===== src/rtl/seq_matrix_scan_if.sv =====
// Purpose : signal bundle between the sequence generator / controller side and
//           the 8x8 LED matrix scan stage.
// Ports   : val/load/bright/blank toward the scanner; row_n/col/frame_start back.
//           master = controller side, slave = seq_matrix_scan.
interface seq_matrix_scan_if;
  logic [3:0] val;          // sequence value from the generator
  logic       load;         // one-cycle capture strobe (generator CE)
  logic [2:0] bright;       // 0 = 1/8 duty .. 7 = 8/8 duty
  logic       blank;        // forces rows off and columns to 0
  logic [7:0] row_n;        // one-hot active-low row select
  logic [7:0] col;          // column pixels, bit 7 = leftmost
  logic       frame_start;  // pulse on first output cycle of row 0

  modport master (
    output val, load, bright, blank,
    input  row_n, col, frame_start
  );

  modport slave (
    input  val, load, bright, blank,
    output row_n, col, frame_start
  );
endinterface


===== src/rtl/seq_matrix_scan.sv =====
// Purpose : renders the latest 4-bit sequence value as a hex glyph on an 8x8 matrix, row-scanned with per-row PWM.
// Latency : outputs registered, one cycle after the counter state they describe; loads appear at the next frame.
// Backpressure: none; free-running scan, load is a strobe that is always accepted (last load in a frame wins).
// Ports   : clk, rst (async, active-high); io_mx slave modport carrying val/load/bright/blank in,
//           row_n/col/frame_start out.
module seq_matrix_scan #(
  parameter int unsigned SLOT_LEN = 125
) (
  input  logic               clk,
  input  logic               rst,
  seq_matrix_scan_if.slave   io_mx
);

  localparam int unsigned CW = (SLOT_LEN < 2) ? 1 : $clog2(SLOT_LEN);

  logic [CW-1:0] r_slot_cnt;
  logic [2:0]    r_slot;
  logic [2:0]    r_row;
  logic [3:0]    r_shown;
  logic [3:0]    r_pending;
  logic          r_pend_valid;
  logic [2:0]    r_bright_q;
  logic [7:0]    r_row_n;
  logic [7:0]    r_col;
  logic          r_frame_start;

  logic          w_slot_end;
  logic          w_row_end;
  logic          w_frame_end;
  logic          w_row_start;
  logic          w_active;
  logic [63:0]   w_glyph;
  logic [7:0]    w_font_row;

  // Glyph k as 8 bytes, pixel row 0 in the most significant byte.
  // Pixels live in bits 5..1; rows 0 and 7 are always blank.
  function automatic logic [63:0] font_glyph(input logic [3:0] k);
    logic [63:0] g;
    g = '0;
    case (k)
      4'h0: g = 64'h00_1C_22_22_22_22_1C_00;
      4'h1: g = 64'h00_08_18_08_08_08_1C_00;
      4'h2: g = 64'h00_1C_22_04_08_10_3E_00;
      4'h3: g = 64'h00_3C_02_1C_02_02_3C_00;
      4'h4: g = 64'h00_04_0C_14_3E_04_04_00;
      4'h5: g = 64'h00_3E_20_3C_02_02_3C_00;
      4'h6: g = 64'h00_1C_20_3C_22_22_1C_00;
      4'h7: g = 64'h00_3E_02_04_08_10_10_00;
      4'h8: g = 64'h00_1C_22_1C_22_22_1C_00;
      4'h9: g = 64'h00_1C_22_22_1E_02_1C_00;
      4'hA: g = 64'h00_1C_22_22_3E_22_22_00;
      4'hB: g = 64'h00_3C_22_3C_22_22_3C_00;
      4'hC: g = 64'h00_1C_22_20_20_22_1C_00;
      4'hD: g = 64'h00_3C_22_22_22_22_3C_00;
      4'hE: g = 64'h00_3E_20_3C_20_20_3E_00;
      4'hF: g = 64'h00_3E_20_3C_20_20_20_00;
      default: g = '0;
    endcase
    return g;
  endfunction

  assign w_slot_end  = (r_slot_cnt == CW'(SLOT_LEN - 1));
  assign w_row_end   = w_slot_end && (r_slot == 3'd7);
  assign w_frame_end = w_row_end && (r_row == 3'd7);
  assign w_row_start = (r_slot_cnt == '0) && (r_slot == 3'd0);

  assign w_glyph    = font_glyph(r_shown);
  // ~r_row == 7 - r_row: byte index counted from the LSB end
  assign w_font_row = w_glyph[{~r_row, 3'b000} +: 8];

  // Slot 0 is always lit, so using the previous row's bright_q on the
  // row-start cycle itself is harmless.
  assign w_active = (r_slot <= r_bright_q) && !io_mx.blank;

  // Cascaded scan counters; slot and row wrap naturally at 3 bits.
  always_ff @(posedge clk or posedge rst) begin
    if (rst) begin
      r_slot_cnt <= '0;
      r_slot     <= 3'd0;
      r_row      <= 3'd0;
    end else if (w_slot_end) begin
      r_slot_cnt <= '0;
      r_slot     <= r_slot + 3'd1;
      if (w_row_end) begin
        r_row <= r_row + 3'd1;
      end
    end else begin
      r_slot_cnt <= r_slot_cnt + CW'(1);
    end
  end

  // Value capture with frame-boundary update so a glyph never tears.
  always_ff @(posedge clk or posedge rst) begin
    if (rst) begin
      r_shown      <= 4'd0;
      r_pending    <= 4'd0;
      r_pend_valid <= 1'b0;
    end else if (w_frame_end) begin
      if (io_mx.load) begin
        r_shown <= io_mx.val;
      end else if (r_pend_valid) begin
        r_shown <= r_pending;
      end
      r_pend_valid <= 1'b0;
    end else if (io_mx.load) begin
      r_pending    <= io_mx.val;
      r_pend_valid <= 1'b1;
    end
  end

  always_ff @(posedge clk or posedge rst) begin
    if (rst) begin
      r_bright_q <= 3'd0;
    end else if (w_row_start) begin
      r_bright_q <= io_mx.bright;
    end
  end

  // col shares the register stage with row_n, so an inactive row never
  // carries stale column data (no ghosting without a dead cycle).
  always_ff @(posedge clk or posedge rst) begin
    if (rst) begin
      r_row_n       <= 8'hFF;
      r_col         <= 8'h00;
      r_frame_start <= 1'b0;
    end else begin
      r_row_n       <= w_active ? ~(8'h01 << r_row) : 8'hFF;
      r_col         <= w_active ? w_font_row : 8'h00;
      r_frame_start <= w_row_start && (r_row == 3'd0);
    end
  end

  assign io_mx.row_n       = r_row_n;
  assign io_mx.col         = r_col;
  assign io_mx.frame_start = r_frame_start;

endmodule

===== src/flat_wrapper.sv =====
// flat-port wrapper written by rule: the top's interface ports become plain ports
module seq_matrix_scan_flat 
#(
  parameter int unsigned SLOT_LEN = 125
)
  (clk, rst, io_mx_val, io_mx_load, io_mx_bright, io_mx_blank, io_mx_row_n, io_mx_col, io_mx_frame_start);
  seq_matrix_scan_if io_mx_i ();
  input  logic clk;
  input  logic rst;
  input wire logic [$bits(io_mx_i.val)-1:0] io_mx_val;
  input wire logic [$bits(io_mx_i.load)-1:0] io_mx_load;
  input wire logic [$bits(io_mx_i.bright)-1:0] io_mx_bright;
  input wire logic [$bits(io_mx_i.blank)-1:0] io_mx_blank;
  output wire logic [$bits(io_mx_i.row_n)-1:0] io_mx_row_n;
  output wire logic [$bits(io_mx_i.col)-1:0] io_mx_col;
  output wire logic [$bits(io_mx_i.frame_start)-1:0] io_mx_frame_start;
  assign io_mx_i.val = io_mx_val;
  assign io_mx_i.load = io_mx_load;
  assign io_mx_i.bright = io_mx_bright;
  assign io_mx_i.blank = io_mx_blank;
  assign io_mx_row_n = io_mx_i.row_n;
  assign io_mx_col = io_mx_i.col;
  assign io_mx_frame_start = io_mx_i.frame_start;
  seq_matrix_scan #(.SLOT_LEN(SLOT_LEN)) u_core (.clk(clk), .rst(rst), .io_mx(io_mx_i));
endmodule

===== config.mk =====
export PLATFORM = sky130hd
export DESIGN_NAME = seq_matrix_scan_flat
export DESIGN_NICKNAME = d
export VERILOG_FILES = /design/src/rtl/seq_matrix_scan_if.sv /design/src/rtl/seq_matrix_scan.sv /design/src/flat_wrapper.sv
export SDC_FILE = /design/constraint.sdc
export NUM_CORES = 1
export LEC_CHECK = 0
export ABC_AREA = 1
export BUFFER_PORTS_ARGS = -buffer_cell sky130_fd_sc_hd__buf_2
export CAP_MARGIN = 15
export CORE_AREA = 2 2 67 69
export CTS_BUF_LIST = sky130_fd_sc_hd__clkbuf_8
export DETAILED_ROUTE_END_ITERATION = 8
export DIE_AREA = 0 0 69 71
export GPL_TIMING_DRIVEN = 0
export PLACE_DENSITY = 0.88
export SLEW_MARGIN = 20
export SYNTH_ARGS = -nofsm -noshare
export SYNTH_HDL_FRONTEND = slang
export SYNTH_SLANG_ARGS = --single-unit

===== constraint.sdc =====
create_clock -name clk -period 2.02 [get_ports clk]
set_clock_uncertainty 0.2 [all_clocks]
set_input_delay 0.101 -clock clk [delete_from_list [all_inputs] [get_ports clk]]
set_output_delay 0.101 -clock clk [all_outputs]
set_load 0.005 [all_outputs]

==> results of run 1 <==
what timing repair did:
action | 4_1_cts | 5_1_grt
hold buffers | 10 | 0
resized for setup | 0 | 7
setup endpoints to repair | 0 | 12
setup buffers | 0 | 3
hold endpoints to repair | 54 | 0
worst max-delay path: cells and delay by family, from the launching register on:
kind / cells / cell delay [ns]
buffers and inverters: 1 / 0.18
DFF: 1 / 0.43
AOI/OAI and AO/OA: 4 / 0.63
adders and majority gates: 1 / 0.33
and+or+nand+nor: 1 / 0.06
cells in the final DEF, fill, tap and decap left out, drive strengths merged:
| master | instances |
|---|---|
| dfrtp | 31 |
| nor4 | 1 |
| inv | 35 |
| nand4 | 6 |
| dlygate4sd3 | 10 |
| dfstp | 8 |
| ha | 21 |
| clkbuf | 7 |
| a31oi | 1 |
| conb | 3 |
| nor2 | 29 |
| nand3 | 22 |
| bufinv | 1 |
| nand2 | 86 |
| or2 | 1 |
| xor2 | 5 |
| o21ai | 28 |
| nor3 | 2 |
| clkinv | 4 |
| o2111ai | 1 |
| a21oi | 20 |
| buf | 35 |
registers in the layout (all words and copies together), names as in the netlist:
| signal | count |
|---|---|
| u_core.r_bright_q | 3 |
| u_core.r_pending | 4 |
| u_core.r_pend_valid | 1 |
| u_core.r_slot_cnt | 7 |
| u_core.r_shown | 4 |
| u_core.r_slot | 3 |
| u_core.io_mx.col | 5 |
| u_core.r_row | 3 |
| u_core.io_mx.row_n | 8 |
| u_core.io_mx.frame_start | 1 |
through the flow:
step | cell area (um^2) | total power (W) | hold slack (ns)
after global routing | 2850 | 0.00162 | 0.312
after detailed placement | 2610 | 0.000883 | 0.0944
final | 2850 | 0.00156 | 0.290
after CTS | 2820 | 0.00156 | 0.297
after global placement | 2610 | 0.000878 | 0.153
after floorplan | 2420 | 0.000858 | 0.0281
where the power goes:
group | internal, W | total, W | switching, W | leakage [nW]
sequential | 0.000793 | 0.000799 | 0.00000567 | 0.462
clock | 0.000368 | 0.000671 | 0.000303 | 0.0581
combinational | 0.0000391 | 0.0000864 | 0.0000474 | 0.987
per-layer routing:
| layer | vias to the layer above | GRT usage (%) |
|---|---|---|
| li1 | 1083 | - |
| met1 | 984 | 27.2 |
| met2 | 98 | 37.8 |
| met3 | 10 | 5.41 |
| met4 | 0 | 9.59 |
| met5 | - | 0 |
worst max-delay path by stage:
| stage | end | cells past startpoint |
|---|---|---|
| finish | u_core.io_mx.col[3]$_DFF_PP0_ | 7 |
| global route | u_core.io_mx.row_n[0]$_DFF_PP1_ | 8 |
| CTS | u_core.io_mx.row_n[4]$_DFF_PP1_ | 7 |
| detailed placement | u_core.io_mx.row_n[4]$_DFF_PP1_ | 7 |
| global placement | u_core.io_mx.col[3]$_DFF_PP0_ | 11 |
| floorplan | u_core.io_mx.row_n[4]$_DFF_PP1_ | 7 |
logic make-up (layout without fill, tap and decap cells):
group | Yosys count | after routing | synth area share [%]
xor gates and xnor gates | 5 | 5 | 1.82
and+or+nand+nor | 147 | 147 | 27.5
other | 1 | 3 | 0.155
AOI/OAI and AO/OA | 50 | 50 | 10.7
buffers and inverters | 47 | 92 | 8.04
adders and majority gates | 21 | 21 | 10.9
DFF | 39 | 39 | 40.9
layout make-up:
cell class,count,area [um^2]
fillers,325,1360
multi-input cells,226,1240
flip-flops and latches,39,988
repair buffers,37,243
inverters,37,139
clock buffers,5,68.8
well taps,52,65.1
plain buffers,10,56.3
clock inverters,3,43.8
==> results.md, run 1 <==
- Most frequent cell after synthesis: nand2_1
- #FFs+latches synth: 39
- # rows: 24
- CP Launch Type: register
- Vias in the first global route: 2001
- Max layer used: met4
- Final hold violations: 0
- Worst Tran Pin Value: between 0.7 and 0.8 ns
- Commonest register cell after synthesis: dfrtp_1
- Detailed Route Iter0 Violations: 212
- Total die area: approximately 0.0049 mm^2
- Final WS setup: approximately 0.10 ns
- Met1 WL: about 2200 um
- Top Ports: 28
- Die X-Extent: 69 um
- Setup_tns: 0 ns
- Crit path largest cell delay: 0.43 ns
- Mapped Avg Cell Area: ~8 um^2
- Critical Path Sink Type: register
- Status: finished clean
- R2R cell count: 7
- # clock sinks: 39
- Crit path max fanout: 5
- Post-detail-place hpwl: 3550 um
- Crit path required time: just over 2 ns
- Worst slew margin: a little under half
- Crit Path Class: register to register
- Final WL: 5230 um
- # DRC: 0
- Max IR drop VDD: 0.345 mV
- First-pass GRT wire length: between 8000 and 9000 um
- Area Overhead vs Synth: 18.0%
- Sequential share of the synthesized area: 40.9%
- Drt wl/cell: 12.8 um
- Final setup fails: 0
- Reg clk slew, reported paths: roughly 0.090 ns
- Non-Filler Instances: 409
- R2R Setup Slk: 0.10 ns
- Initial antenna violation count: 0
- Antenna viol nets, final: 0
- Placed insts: slightly below 400
- Synth warnings: 0
- Top-area cell type share of the netlist area: approximately a third
- Crit path from: u_core.r_slot[2]$_DFFE_PP0N_
- Dominant cell type by area after synthesis: dfrtp_1
- Pwr Density: ~550 mW/mm^2
- Met3 WL post-DR: ~350 um
- TritonCTS Buffers: 5
- H-tree depth: 2
- Initial DRT Pass Iterations: 5
- R2r endpoint: u_core.io_mx.col[3]$_DFF_PP0_
- Root Buffer: clkbuf_8
- Core area: between 0.004 and 0.005 mm^2
- DR vias/cell: 5.32
- Distinct cells, synth: 28
- Die Ht: 71 um
- Crit-path cells: ha_1 -> a21oi_1 -> o21ai_1 -> a21oi_2 -> buf_4 -> nand2_1 -> a21oi_1
- Total track usage: approximately 22%
- CP arrival: between 1.5 and 2 ns
- Port Buffers: 24
- Largest net degree at the start of global routing: 40
- Slowest cell on crit path: dfrtp_1
- Via count: between 2000 and 2500
- Worst r2r src: u_core.r_slot[2]$_DFFE_PP0N_
- Worst hold path type: input pin to asynchronous set/reset pin
- Clk_lat worst skew: approximately 0.30 ns
- Synth top cells by count: nand2_1 (84), inv_1 (35), dfrtp_1 (31)
- Post-Syn Area: 0.00241 mm^2
- Metal2 WL: 2610 um
- GPL Wtd Cong: approximately 0.96
- Max frequency: ~0.52 GHz
- Clk buf depth: 2
- Fin crit period: approximately 1.9 ns
- Layout cells sized above 1: between 10% and 20%
- Area contributors post-synth: dfrtp_1 (32%), nand2_1 (13%), ha_1 (11%), dfstp_2 (8.7%), o21ai_0 (5.6%)
- Final period utilization: a little over nine tenths
- DP Worst Slack: approximately 0.038 ns
- Ys async rst share: 100%
- Fin. max-slew vios: 0
- Post-synth EDFFs: 0
- Cell count after synthesis: between 300 and 400
- Final net count: between 300 and 400
- Max-Cap Viols: 0
- Initial Util: 57.4%
- CTS tree: done
- Leakage power: between 1.5 and 2 nW
- Final Util: between 60 and 70%
- Most used cell, CP: a21oi_1
- GRT overflow: 0
- Number of diodes: 0
(Power assumes the default switching activity.)
==> run 2: changes to the inputs <==
CORE_AREA = 2 2 77 79   (was 2 2 67 69)
DIE_AREA = 0 0 79 81   (was 0 0 69 71)
PLACE_DENSITY = 0.71   (was 0.88)
==> run 2 against run 1 <==
Die area up 31%. Clock-buffer cell count up 1. Cell count up 6.1%. Combinational power up 4.7%. Non-clock buffer count up 2. Final area up 2.2%. Via count down 2.2%. First-iteration DRC count down 42%. Clock power up 1%. Sequential share of layout area down 0.75 points. Critical path type unchanged. Largest cell class unchanged. Largest power group unchanged.
==> results.md, run 2 (synthesized netlist as in run 1, its figures left out) <==
- Status: finished clean
- Layout cells sized above 1: approximately 18%
- Area Overhead vs Synth: 20.6%
- Slowest cell on crit path: dfrtp_1
- Antenna viol nets, final: 0
- Fin crit period: ~1.9 ns
- Initial antenna violation count: 0
- Final period utilization: between 90% and 100%
- # rows: 28
- H-tree depth: 2
- Crit Path Class: register to register
- Pwr Density: 539 mW/mm^2
- CP arrival: around 1.8 ns
- Largest net degree at the start of global routing: 32
- Crit path max fanout: 11
- Non-Filler Instances: approximately 430
- Detailed Route Iter0 Violations: 122
- R2R Setup Slk: approximately 0.15 ns
- Clk buf depth: 2
- Via count: about 2100
- CP Launch Type: register
- Drt wl/cell: around 11 um
- # DRC: 0
- Max frequency: 0.534 GHz
- # clock sinks: 39
- Top Ports: 28
- Port Buffers: 24
- Int Power: 0.00124 W
- Crit-path cells: inv_1 -> clkbuf_1 -> ha_1 -> nand2_1 -> o21ai_0
- Crit path largest cell delay: between 0.4 and 0.5 ns
- Max IR drop VDD: 0.490 mV
- R2r endpoint: u_core.r_row[1]$_DFFE_PP0P_
- Vias in the first global route: 1911
- Root Buffer: clkbuf_8
- First-pass GRT wire length: 8390 um
- Core area: 0.00568 mm^2
- Leakage power: roughly 1.5 nW
- GRT overflow: 0
- Fin. max-slew vios: 0
- Clk_lat worst skew: 0.30 ns
- GPL Wtd Cong: a little over 0.9
- Final hold violations: 0
- Initial DRT Pass Iterations: 5
- Final Util: a little over 50%
- Net Switching: around 0.00033 W
- Worst r2r src: u_core.r_row[1]$_DFFE_PP0P_
- DR vias/cell: about 4.9
- Number of diodes: 0
- R2R cell count: 5
- CTS tree: done
- Sequential Power Share: roughly 51%
- Total die area: about 0.0064 mm^2
- Crit path required time: about 2 ns
- Sw Ratio: 21.1%
- Clock network fraction of design power: around 43%
- Die X-Extent: around 79 um
- Total track usage: 16.5%
- Reg clk slew, reported paths: approximately 0.080 ns
- Max-Cap Viols: 0
- Post-detail-place hpwl: about 3500 um
- Worst hold margin: 0.0500 ns
- Max FFs per register: 8
- Initial Util: a little over two fifths
- Worst hold path type: input pin to asynchronous set/reset pin
- Final net count: around 400
- Comb power frac: under 10%
- Final setup fails: 0
- Critical Path Sink Type: register
- Commonest non-fill, non-tap cell in the layout: nand2_1
- Final WL: just under 5000 um
- Placed insts: slightly above 400
- TritonCTS Buffers: 5
- Commonest non-fill, non-tap cells in the layout: nand2_1 (84), inv_1 (33), buf_2 (29), dfrtp_1 (29)
- Die Ht: between 80 and 90 um
[run 2: cell types whose count changed in the layout (fill, tap and decap cells not counted), sizes merged]
| cell | before | now |
|---|---|---|
| buf | 35 | 37 |
| clkbuf | 7 | 8 |
| clkinv | 4 | 3 |
[run 2: power by group through the flow]
stage	combinational (W)	clock [W]	sequential, W
floorplan	0.0000459	0	0.000812
global placement	0.0000658	0	0.000813
detailed placement	0.0000731	0	0.000813
CTS	0.0000878	0.000690	0.000799
global route	0.000104	0.000717	0.000800
finish	0.0000905	0.000678	0.000799
[run 2: how the worst max path moves through the flow]
stage	slack, ns	from	endpoint	depth (start not counted)
floorplan	0.28	u_core.r_slot[2]$_DFFE_PP0N_	u_core.io_mx.row_n[4]$_DFF_PP1_	7
global placement	0.06	u_core.r_shown[1]$_DFFE_PP0P_	u_core.io_mx.col[3]$_DFF_PP0_	11
detailed placement	0.03	u_core.r_slot[2]$_DFFE_PP0N_	u_core.io_mx.row_n[1]$_DFF_PP1_	7
CTS	0.002	u_core.r_slot[2]$_DFFE_PP0N_	u_core.io_mx.row_n[1]$_DFF_PP1_	7
global route	-0.01	u_core.r_slot[2]$_DFFE_PP0N_	u_core.io_mx.row_n[5]$_DFF_PP1_	7
finish	0.15	u_core.r_row[1]$_DFFE_PP0P_	u_core.r_row[1]$_DFFE_PP0P_	5
[run 2: metrics by stage]
stage          total power (W)  TNS (ns)  worst slack, ns  cell area, um^2
6_report               0.00157         0            0.146             2910
5_1_grt                0.00162   -0.0121          -0.0121             2910
4_1_cts                0.00158         0          0.00156             2870
3_5_place_dp          0.000887         0           0.0262             2650
3_3_place_gp          0.000879         0           0.0615             2630
2_1_floorplan         0.000858         0            0.282             2420
[run 2: final cells by class]
type                            instances  area (um^2)
Fill cell                             566         2770
Multi-Input combinational cell        226         1240
Buffer                                 10         55.1
Sequential cell                        39          988
Clock buffer                            6         82.6
Timing Repair Buffer                   39          270
Clock inverter                          2         35.0
Inverter                               37          141
Tap cell                               75         93.8
[run 2: per-layer routing]
metal  vias to the layer above  track usage [%]  share of wire (%)
met2                        70             27.2                 46
met1                       958             21.7                 47
li1                       1089                -                  -
met4                         0             7.07                1.9
met3                        11             2.78                5.4
met5                         -                0                  0
[run 2: what timing repair did]
action | CTS | global route
setup buffers | 0 | 4
endpoints found under the hold margin | 61 | 0
setup endpoints to repair | 0 | 11
gates resized for setup | 0 | 6
hold buffers | 10 | 0
[run 2: worst max-delay path: cells and delay by family, from the launching register on]
kind | cells | cell delay (ns)
adders and majority gates | 1 | 0.32
buffers and inverters | 2 | 0.63
and+or+nand+nor | 1 | 0.06
AOI/OAI and AO/OA | 1 | 0.07
DFF | 1 | 0.46
==> run 3: changes to the inputs <==
CORE_AREA = 2 2 68 70   (was 2 2 77 79)
CTS_BUF_LIST = not set   (was sky130_fd_sc_hd__clkbuf_8)
DIE_AREA = 0 0 70 72   (was 0 0 79 81)
GPL_TIMING_DRIVEN = 1   (was 0)
PLACE_DENSITY = 0.86   (was 0.71)
==> run 3 against run 2 <==
Global-route usage grew 4.9 points. Sequential share of layout area grew 0.58 points. Largest power group unchanged. Clock power increased by 14%. Sequential power barely moved.
==> results.md, run 3 (synthesized netlist as in run 1, its figures left out) <==
- Status: finished clean
- CTS tree: done
- Final period utilization: 93.1%
- Max IR drop VDD: between 0.3 and 0.4 mV
- Initial DRT Pass Iterations: 4
- Crit path from: u_core.r_bright_q[2]$_DFFE_PP0P_
- Clk_lat worst skew: around 0.30 ns
- Fin. max-slew vios: 0
- Port Buffers: 24
- Met1 Use GR: about a quarter
- Grt peak-use layer: met2
- Pwr Density: approximately 580 mW/mm^2
- Final hold violations: 0
- Antenna viol nets, final: 0
- Crit path max fanout: 6
- Max FFs per register: 8
- # DRC: 0
- Critical path buffers and inverters: 2
- Fin crit period: ~1.9 ns
- H-tree depth: 2
- DR vias/cell: 5.21
- Most used cell, CP: a21oi_2
- Max frequency: roughly 0.53 GHz
- Crit path largest cell delay: 0.36 ns
- Via count: ~2100
- Final Util: approximately 67%
- Unrepaired setup endpoints after global routing: no
- Area Overhead vs Synth: 18.4%
- Total die area: roughly 0.005 mm^2
- Die X-Extent: around 70 um
- Worst r2r src: u_core.r_bright_q[2]$_DFFE_PP0P_
- Largest net degree at the start of global routing: 40
- Crit Path Class: register to register
- Worst hold path type: input pin to asynchronous set/reset pin
- CP arrival: between 1.5 and 2 ns
- Leakage power: 1.50 nW
- DP Worst Slack: between 0.1 and 0.15 ns
- Final setup fails: 0
- Final WS setup: approximately 0.14 ns
- # clock sinks: 39
- Drt wl/cell: roughly 12 um
- Final WL: between 4000 and 5000 um
- Commonest non-fill, non-tap cell in the layout: nand2_1
- Detailed Route Iter0 Violations: about 160
- # rows: 24
- Number of diodes: 0
- Max-Cap Viols: 0
- GRT overflow: 0
- Met3 usage: under 10%
- Slowest cell on crit path: dfrtp_1
- GPL Wtd Cong: about 0.9
- Initial Util: a little under three fifths
- Top Ports: 28
- Core area: 0.00426 mm^2
- Total track usage: 21.4%
- Vias in the first global route: between 1500 and 2000
- Total power: roughly 0.0017 W
- Clk buf depth: 2
- CP delay by family, top: compound AO/OA/AOI/OAI gates
- Crit path required time: 2.03 ns
- TritonCTS Buffers: 5
- Die Ht: approximately 72 um
- CP Launch Type: register
- Crit-path cells: inv_1 -> ha_1 -> a21oi_2 -> o21ai_0 -> a21oi_2 -> buf_4 -> nand2_1 -> a21oi_1
- Critical Path Sink Type: register
- Commonest non-fill, non-tap cells in the layout: nand2_1 (84), inv_1 (34), dfrtp_1 (30)
- Root Buffer: clkbuf_8
- Layout cells sized above 1: roughly 17%
- Initial antenna violation count: 0
- Reg clk slew, reported paths: about 0.090 ns
- M2 GR Usage: 39.5%
- Final net count: ~380
- First-pass GRT wire length: 8630 um
- Post-detail-place hpwl: roughly 3500 um
- Setup_tns: 0 ns
==> run 3: final timing paths <==
| kind | to | slack [ns] | cells past startpoint |
|---|---|---|---|
| max | u_core.io_mx.col[5]$_DFF_PP0_ | 0.14 | 8 |
| min | u_core.r_slot_cnt[4]$_DFF_PP0_ | 0.25 | 4 |
| max reg2reg | u_core.io_mx.col[5]$_DFF_PP0_ | 0.14 | 8 |
| min reg2reg | u_core.r_pending[1]$_DFFE_PP0P_ | 0.29 | 2 |
| max in group asynchronous | u_core.io_mx.row_n[2]$_DFF_PP1_ | 1.00 | 4 |
| min in group clk | u_core.r_pending[1]$_DFFE_PP0P_ | 0.29 | 2 |
==> run 3: power by group <==
group	internal, W	switching [W]
registers	0.000793	0.00000578
logic	0.0000367	0.0000468
clock network	0.000493	0.000283
==> run 3: worst register-to-register path, stage by stage (launching register included) <==
cell and delay, ns:
dfrtp_1 0.36, inv_1 0.05, ha_1 0.34, a21oi_2 0.16
o21ai_0 0.11, a21oi_2 0.21, buf_4 0.18, nand2_1 0.05
a21oi_1 0.13
==> run 3: timing repair <==
action | in CTS | in global routing
resized for setup | 0 | 5
endpoints found under the setup margin | 0 | 10
hold buffers | 10 | 0
setup buffers | 0 | 1
endpoints found under the hold margin | 49 | 0
==> run 3: layer usage <==
layer,vias up,wire length (um)
met3,10,241
met2,64,2480
met5,-,0
li1,1073,-
met1,959,2140
met4,0,102
==> run 3: final cells by class <==
type / instances / area [um^2]
Multi-Input combinational cell: 226 / 1250
Inverter: 37 / 139
Clock buffer: 5 / 68.8
Sequential cell: 39 / 987
Timing Repair Buffer: 42 / 280
Fill cell: 354 / 1410
Tap cell: 52 / 65.1
Clock inverter: 3 / 67.6
==> run 3: through the flow <==
stage / instances / hold slack, ns / cell area, um^2
finish: 404 / 0.249 / 2860
global route: 404 / 0.326 / 2860
CTS: 403 / 0.259 / 2840
detailed placement: 385 / 0.0370 / 2600
global placement: 385 / 0.0287 / 2600
floorplan: 312 / 0.0281 / 2420
